--- config.mk ---
export PLATFORM = sky130hd
export DESIGN_NAME = mem_responder_flat
export DESIGN_NICKNAME = d
export VERILOG_FILES = /design/src/rtl/mem_responder_if.sv /design/src/rtl/mem_responder.sv /design/src/flat_wrapper.sv
export SDC_FILE = /design/constraint.sdc
export NUM_CORES = 1
export LEC_CHECK = 0
export CAP_MARGIN = 5
export CORE_ASPECT_RATIO = 0.9
export CORE_UTILIZATION = 40
export DETAILED_ROUTE_END_ITERATION = 10
export PLACE_DENSITY_LB_ADDON = 0.08
export SLEW_MARGIN = 20
export SYNTH_ARGS = -nofsm -noshare
export SYNTH_HDL_FRONTEND = slang
export SYNTH_SLANG_ARGS = --single-unit
export TNS_END_PERCENT = 30
--- constraint.sdc ---
create_clock -name clk -period 1.6 [get_ports clk]
set_input_delay 0.48 -clock clk [delete_from_list [all_inputs] [get_ports clk]]
set_output_delay 0.48 -clock clk [all_outputs]
set_load 0.01 [all_outputs]
--- src/rtl/mem_responder_if.sv ---
// CPU request/response and external synchronous RAM signals for mem_responder.
// The responder takes the slave modport; whatever drives requests and models the RAM takes master.
interface mem_responder_if #(
    parameter int WIDTH         = 16,
    parameter int RAM_ADDR_BITS = 10
);
    logic                     req_valid;
    logic                     req_ready;
    logic                     req_write;
    logic [WIDTH-1:0]         req_addr;
    logic [WIDTH-1:0]         req_wdata;
    logic                     rsp_valid;
    logic [WIDTH-1:0]         rsp_rdata;
    logic [RAM_ADDR_BITS-1:0] ram_addr;
    logic                     ram_we;
    logic [WIDTH-1:0]         ram_wdata;
    logic [WIDTH-1:0]         ram_rdata;

    modport master (
        output req_valid, req_write, req_addr, req_wdata, ram_rdata,
        input  req_ready, rsp_valid, rsp_rdata, ram_addr, ram_we, ram_wdata
    );

    modport slave (
        input  req_valid, req_write, req_addr, req_wdata, ram_rdata,
        output req_ready, rsp_valid, rsp_rdata, ram_addr, ram_we, ram_wdata
    );
endinterface

--- src/rtl/mem_responder.sv ---
// Load/store responder bridging a CPU request port to a synchronous RAM plus optional MMIO.
// Define MEM_RESPONDER_MMIO_EN to add the LED, cycle-counter and store-counter registers at 0xFF00-0xFFFF.
module mem_responder #(
    parameter int WIDTH         = 16,
    parameter int RAM_ADDR_BITS = 10
) (
    input  logic             clk,
    input  logic             reset,
    mem_responder_if.slave   bus,
    output logic [WIDTH-1:0] led_out
);

    typedef enum logic [2:0] {
        IDLE,
        RD_ISSUE,
        RD_CAPTURE,
        RD_DONE,
        WR_DONE,
        IO_DONE
    } state_t;

    state_t state, next_state;
    logic   accept;
    logic   mmio_hit;

    assign accept = bus.req_valid && bus.req_ready;

`ifdef MEM_RESPONDER_MMIO_EN
    localparam logic [WIDTH-1:0] MMIO_BASE = WIDTH'(16'hFF00);

    logic [WIDTH-1:0] led_q;
    logic [WIDTH-1:0] cycle_cnt;
    logic [WIDTH-1:0] store_cnt;
    logic [WIDTH-1:0] mmio_rdata;
    logic             lat_write;

    assign mmio_hit = (bus.req_addr[WIDTH-1:8] == MMIO_BASE[WIDTH-1:8]);
    assign led_out  = led_q;

    always_comb begin
        mmio_rdata = '0;
        case (bus.req_addr[7:0])
            8'h00:   mmio_rdata = led_q;
            8'h01:   mmio_rdata = cycle_cnt;
            8'h02:   mmio_rdata = store_cnt;
            default: mmio_rdata = '0;
        endcase
    end

    // The LED is written at acceptance so it is visible in IO_DONE; the store
    // counter waits for the DONE state so an aborted store is never counted.
    always_ff @(posedge clk) begin
        if (reset) begin
            led_q     <= '0;
            cycle_cnt <= '0;
            store_cnt <= '0;
            lat_write <= 1'b0;
        end else begin
            cycle_cnt <= cycle_cnt + WIDTH'(1);
            if (accept)
                lat_write <= bus.req_write;
            if (accept && mmio_hit && bus.req_write && bus.req_addr[7:0] == 8'h00)
                led_q <= bus.req_wdata;
            if (state == WR_DONE || (state == IO_DONE && lat_write))
                store_cnt <= store_cnt + WIDTH'(1);
        end
    end
`else
    logic unused_addr_hi;

    assign mmio_hit       = 1'b0;
    assign led_out        = '0;
    assign unused_addr_hi = ^bus.req_addr[WIDTH-1:RAM_ADDR_BITS];
`endif

    // NOTE: sequential state uses non-blocking (<=) so every register samples pre-edge values.
    always_ff @(posedge clk) begin
        if (reset)
            state <= IDLE;
        else
            state <= next_state;
    end

    // NOTE: every output of this block gets a default first, so no path can infer a latch.
    always_comb begin
        next_state    = state;
        bus.req_ready = 1'b0;
        bus.rsp_valid = 1'b0;
        bus.ram_we    = 1'b0;
        case (state)
            IDLE: begin
                bus.req_ready = 1'b1;
                if (bus.req_valid) begin
                    if (mmio_hit)
                        next_state = IO_DONE;
                    else if (bus.req_write)
                        next_state = WR_DONE;
                    else
                        next_state = RD_ISSUE;
                end
            end
            RD_ISSUE:   next_state = RD_CAPTURE;
            RD_CAPTURE: next_state = RD_DONE;
            RD_DONE: begin
                bus.rsp_valid = 1'b1;
                next_state    = IDLE;
            end
            WR_DONE: begin
                bus.rsp_valid = 1'b1;
                bus.ram_we    = 1'b1;
                next_state    = IDLE;
            end
            IO_DONE: begin
                bus.rsp_valid = 1'b1;
                next_state    = IDLE;
            end
            default: next_state = IDLE;
        endcase
    end

    // ram_addr/ram_wdata double as the latched request; upper address bits alias.
    always_ff @(posedge clk) begin
        if (reset) begin
            bus.ram_addr  <= '0;
            bus.ram_wdata <= '0;
            bus.rsp_rdata <= '0;
        end else begin
            if (accept) begin
                bus.ram_addr  <= bus.req_addr[RAM_ADDR_BITS-1:0];
                bus.ram_wdata <= bus.req_wdata;
            end
            if (state == RD_CAPTURE)
                bus.rsp_rdata <= bus.ram_rdata;
`ifdef MEM_RESPONDER_MMIO_EN
            if (accept && mmio_hit && !bus.req_write)
                bus.rsp_rdata <= mmio_rdata;
`endif
        end
    end

endmodule

--- src/flat_wrapper.sv ---
// flat-port wrapper written by rule: the top's interface ports become plain ports
module mem_responder_flat 
#(
    parameter int WIDTH         = 16,
    parameter int RAM_ADDR_BITS = 10
)
  (clk, reset, led_out, bus_req_valid, bus_req_write, bus_req_addr, bus_req_wdata, bus_ram_rdata, bus_req_ready, bus_rsp_valid, bus_rsp_rdata, bus_ram_addr, bus_ram_we, bus_ram_wdata);
  mem_responder_if #(.WIDTH(WIDTH), .RAM_ADDR_BITS(RAM_ADDR_BITS)) bus_i ();
  input  logic clk;
  input  logic reset;
  output logic [WIDTH-1:0] led_out;
  input wire logic [$bits(bus_i.req_valid)-1:0] bus_req_valid;
  input wire logic [$bits(bus_i.req_write)-1:0] bus_req_write;
  input wire logic [$bits(bus_i.req_addr)-1:0] bus_req_addr;
  input wire logic [$bits(bus_i.req_wdata)-1:0] bus_req_wdata;
  input wire logic [$bits(bus_i.ram_rdata)-1:0] bus_ram_rdata;
  output wire logic [$bits(bus_i.req_ready)-1:0] bus_req_ready;
  output wire logic [$bits(bus_i.rsp_valid)-1:0] bus_rsp_valid;
  output wire logic [$bits(bus_i.rsp_rdata)-1:0] bus_rsp_rdata;
  output wire logic [$bits(bus_i.ram_addr)-1:0] bus_ram_addr;
  output wire logic [$bits(bus_i.ram_we)-1:0] bus_ram_we;
  output wire logic [$bits(bus_i.ram_wdata)-1:0] bus_ram_wdata;
  assign bus_i.req_valid = bus_req_valid;
  assign bus_i.req_write = bus_req_write;
  assign bus_i.req_addr = bus_req_addr;
  assign bus_i.req_wdata = bus_req_wdata;
  assign bus_i.ram_rdata = bus_ram_rdata;
  assign bus_req_ready = bus_i.req_ready;
  assign bus_rsp_valid = bus_i.rsp_valid;
  assign bus_rsp_rdata = bus_i.rsp_rdata;
  assign bus_ram_addr = bus_i.ram_addr;
  assign bus_ram_we = bus_i.ram_we;
  assign bus_ram_wdata = bus_i.ram_wdata;
  mem_responder #(.WIDTH(WIDTH), .RAM_ADDR_BITS(RAM_ADDR_BITS)) u_core (.clk(clk), .reset(reset), .bus(bus_i), .led_out(led_out));
endmodule
After elaboration in Yosys (flattened, before gate mapping) --
Cells that the tools add are included.
Word-level totals: register bits 45, bits of input ports 52, output and inout bits 61, word-level logic and storage cells 19
Operators by class: equal/unequal tests 6, muxes and demuxes 6, reduce and logical (&&, ||, !) cells 3
Operators by type and width (count):
- $pmux W3 S3 | 1
- $eq A3 B2 Y1 const B | 2
- $eq A3 B3 Y1 const B | 2
- $mux W3 | 2
- $eq A3 B1 Y1 const B | 1
- $logic_not A3 Y1 | 1
- $mux W1 | 3
- $reduce_or A3 Y1 | 1
- $ne A2 B2 Y1 const B | 1
- $logic_and A1 B1 Y1 | 1

Depth between registers and ports, before layout --
depth in word-level cells 3, mapped depth 5, mapped depth without buffers 2

Worst setup path before layout --
No wires, ideal clock.
path type register to register, start point reg u_core.state[2], end point reg u_core.bus.ram_addr[4], arrival time 1.159 ns, data required time 1.528 ns, setup slack 0.370 ns, cell stages (with the launch flop) 6, period minus slack after synthesis 1.230 ns, path through dfxtp_1 -> buf_6 -> nor4b_4 -> buf_6 -> buf_12 -> mux2i_1
Between the ends: word-level cells in the longest chain between the ends 3
RTL lines:
- start, declared | RTL line mem_responder.sv:22 | state_t state, next_state;
- start signal, assigned | RTL line mem_responder.sv:81 | state <= next_state;
- $logic_not A3 Y1 | RTL line mem_responder.sv:90 | case (state)
- $mux W1 | RTL line mem_responder.sv:90
- $logic_and A1 B1 Y1 | RTL line mem_responder.sv:26 | assign accept = bus.req_valid && bus.req_ready;
- end signal, assigned | RTL line mem_responder.sv:129 | bus.ram_addr <= bus.req_addr[RAM_ADDR_BITS-1:0];
- end, declared | RTL line mem_responder_if.sv:26 | output req_ready, rsp_valid, rsp_rdata, ram_addr, ram_we, ram_wdata
No other way between the ends. A chain may end at the register's enable or synchronous reset.

Worst setup path after layout --
start point reg u_core.state[2], end point out bus_ram_we
Between the ends: word-level cells in the longest chain between the ends 2
RTL lines:
- $eq A3 B3 Y1 | RTL line mem_responder.sv:90
- $mux W1 | RTL line mem_responder.sv:90
- end, declared | RTL line flat_wrapper.sv:21 | output wire logic [$bits(bus_i.ram_we)-1:0] bus_ram_we;
No other way between the ends.

==> summary.md <==
| Metric | Value |
|---|---|
| Final Net Count | 356 |
| Required time worst endpoint | 1120 ps |
| Port buffer count | 90 |
| Crit end category | output pin |
| I/O pin total | 113 |
| Die Area | 5810 um2 |
| Delay-heaviest family, CP | flip-flops |
| Path type of the worst setup path | register to output pin |
| Routability congestion estimate from global placement | 0.686 |
| Synth-to-Final Area Change | 43.0% |
| Horizontal die dimension | 80.3 um |
| Crit path setup slack, layout | 71.0 ps |
| Portion of netlist area occupied by mux cells | 19.5% |
| Initial cell density of the core | 41.7% |
| Average wire per cell in the routed design | 11.3 um |
| Via count of the first global-routing pass | 1,535 |
| Initial DRT Pass Iterations | 4 |
| Number of violations reported at the end of detailed-routing iteration 0 | 40 |
| Clock Tree Root | clkbuf_8 |
| Switch share | 25.4% |
| Fraction of final layout cells with drive strength greater than 1 | 8.85% |
| Number of antenna violations at the first check in global routing | 0 |
| Power per standard cell area | 824 nW/um2 |
| Part of the total power dissipated in combinational logic | 22.7% |
| XOR/XNOR share of the synthesized area | 0.397% |
| Slowest cell on the critical path | dfxtp_2 |
| Average cell area after synthesis | 10.2 um2 |
| Cell with the most instances after synthesis | nand2b_1 |
| Final hold slack | 468 ps |
| Cells after DPL | 364 |
| Cell variety after synth | 16 |
| Final core utilization | 59.6% |
| Minimum clock period | 1530 ps |
| Final design area excluding fillers | 3150 um2 |
| Max-capacitance violation count | 0 |
| Clock network fraction of total power | 29.3% |
| Type of element launching the critical path | register |
| Hold violation count in the final report | 0 |
| Final HPWL DP | 2.97 mm |
| Number of antenna repair diodes | 0 |
| Placement-stage cell area | 3100 um2 |
| Arrival time at the worst endpoint | 1050 ps |
| Static Leak | 1.41 nW |
| Final worst path period share | 95.6% |
| Clock tree from TritonCTS | yes |
| Worst Hold Class | register to register |
| Number of synthesized register bits | 45 |
| Cells along the critical path | nor3b_2 -> clkdlybuf4s15_2 |
| IR drop worst, VDD | 529 uV |
| Hold bufs inserted after CTS | 0 |
| Global-route wire length before repair | 6.82 mm |
| Synth Area in Simple Gates | 27.2% |
| Latest clock arrival within the worst-skew pair | 290 ps |
| Final setup violation count | 0 |
| Largest family of logic cells by synthesized area | simple AND/OR/NAND/NOR gates |
| Worst path max stage delay | 360 ps |
| Area contributors post-synth | dfxtp_1 41%, nand2b_1 24%, mux2i_1 20% |
| Instance count of the mapped netlist | 217 |
| Result of the run | complete, no violations |
| Clock sink total | 45 |
| Cell internal power dissipation | 1.94 mW |
| Number of enable-type register cells in the synthesized netlist | 0 |
| Largest fanout of any net on the critical path | 4 |
| Library cell occupying the most area in the post-synthesis netlist | dfxtp_1 |
| Post-route ant nets | 0 |
| Setup repair after global routing missed its margin | true |
| Core Region | 5290 um2 |
| Via count of the routed design | 1,624 |
| Pre-CTS setup slack | -180 ps |
| Highest Clock Rate | 0.654 GHz |
| Worst-path clk slew | 80 ps |
| Fin cells | 372 |
| Vias per std cell | 4.37 |
| Drc violations | 0 |
| Core Rows | 25 |
| Net switching component of the power | 0.660 mW |
| Total buffers and inverters traversed by the critical path | 1 |
| Sequential cell fraction of total power | 48.0% |
| Bufs on Longest Clock Path | 2 |
| Total length of routed wires | 4.21 mm |
| Number of buffers created by CTS | 5 |
| H-tree depth | 2 |
| Overflow left after global routing | 0 |
| Proportion of synthesized chip area in sequential cells | 40.9% |
| Synth Cell Area | 2200 um2 |
| Post-synthesis compound-gate area fraction | 0.341% |
| Final count of pins violating max slew | 0 |
| Gr usage total | 15.2% |
| Maximum number of pins on one net before global-route repair | 33 |
| Vert. Die Dim | 72.4 um |
| Clk_skew | 4.34 ps |
| Most common library cells after synthesis | 84 x nand2b_1, 45 x dfxtp_1, 43 x mux2i_1 |
| Share of synthesized cell area in full adder, half adder and majority cells | 0% |
| Async set-reset flop share out of synthesis | 0% |
| Proportion of netlist area held by the largest area contributor | 40.9% |
| Most frequently used flop master after synthesis | dfxtp_1 |
| Yosys warning count | 0 |
[through the flow]
stage,total power [mW],TNS (ps)
4_1_cts,2.65,0
2_1_floorplan,1.65,0
6_report,2.60,0
3_5_place_dp,1.93,-4010
5_1_grt,2.74,-0.995
3_3_place_gp,1.93,-4210
[metal layers]
layer	global-route usage (%)	vias to the layer above	part of all wire, %
met5	0	-	0
met4	6.55	0	1.8
met3	5.16	7	7.5
met2	25.5	57	45
met1	17.7	726	46
li1	-	834	-
[cell usage in the layout (no fill, tap or decap)]
cell | netlist | final
nand2b_1 | 84 | 84
clkdlybuf4s50_1 | 0 | 44
mux2i_1 | 43 | 43
dlygate4sd2_1 | 0 | 42
dfxtp_1 | 45 | 42
conb_1 | 1 | 16
clkbuf_8 | 0 | 7
buf_12 | 2 | 4
buf_4 | 18 | 4
nor3_1 | 3 | 3
nor3b_2 | 0 | 2
buf_2 | 0 | 2
dfxtp_2 | 0 | 2
nand2_1 | 1 | 1
nor4b_4 | 1 | 1
xnor2_1 | 1 | 1
nor2b_1 | 1 | 1
o21a_1 | 1 | 1
and3b_2 | 1 | 1
clkinv_2 | 0 | 1
clkdlybuf4s15_2 | 0 | 1
clkbuf_2 | 0 | 1
dfxtp_4 | 0 | 1
[worst paths after layout]
kind / to / startpoint / depth (start not counted) / slack (ps)
worst min register to register: u_core.bus.ram_wdata[7] / u_core.bus.ram_wdata[7] / 2 / 470
worst max register to register: u_core.bus.ram_wdata[4] / u_core.state[2] / 4 / 220
worst max-delay path: bus_ram_we / u_core.state[2] / 2 / 70
worst min-delay path: u_core.bus.ram_wdata[7] / u_core.bus.ram_wdata[7] / 2 / 470
[tightest hold or removal path, stage by stage, from the launching register on]
cell	delay, ps
dfxtp_1	310
nand2b_1	60
mux2i_1	50
[sequential cells by signal (all words and copies together), names as in the netlist]
signal                cells
u_core.bus.ram_addr      10
u_core.bus.ram_wdata     16
u_core.bus.rsp_rdata     16
u_core.state              3
[final cells by class]
class | count | area (um2)
fillers | 508 | 2130
flip-flops and latches | 45 | 907
clock inverters | 1 | 5.00
well taps | 67 | 83.8
multi-input cells | 154 | 1120
repair buffers | 98 | 945
clock buffers | 7 | 96.3
[power groups by stage]
stage | registers, mW | logic (mW) | clock network, mW
2_1_floorplan | 1.31 | 0.341 | 0
3_3_place_gp | 1.27 | 0.654 | 0
3_5_place_dp | 1.28 | 0.656 | 0
4_1_cts | 1.25 | 0.602 | 0.798
5_1_grt | 1.26 | 0.641 | 0.837
6_report | 1.25 | 0.591 | 0.761
[timing repair]
action	CTS	global route
setup endpoints to repair	45	3
buffers inserted	0	0
cloned	0	0
resized for setup	53	4
[logic make-up after synthesis]
| family | Yosys count |
|---|---|
| AO/OA/AOI/OAI | 1 |
| XOR/XNOR | 1 |
| buffers and inverters | 33 |
| flip-flops | 45 |
| multiplexers | 43 |
| other | 1 |
| AND/OR/NAND/NOR | 93 |
Note: power is estimated with default switching activity, not from simulation.
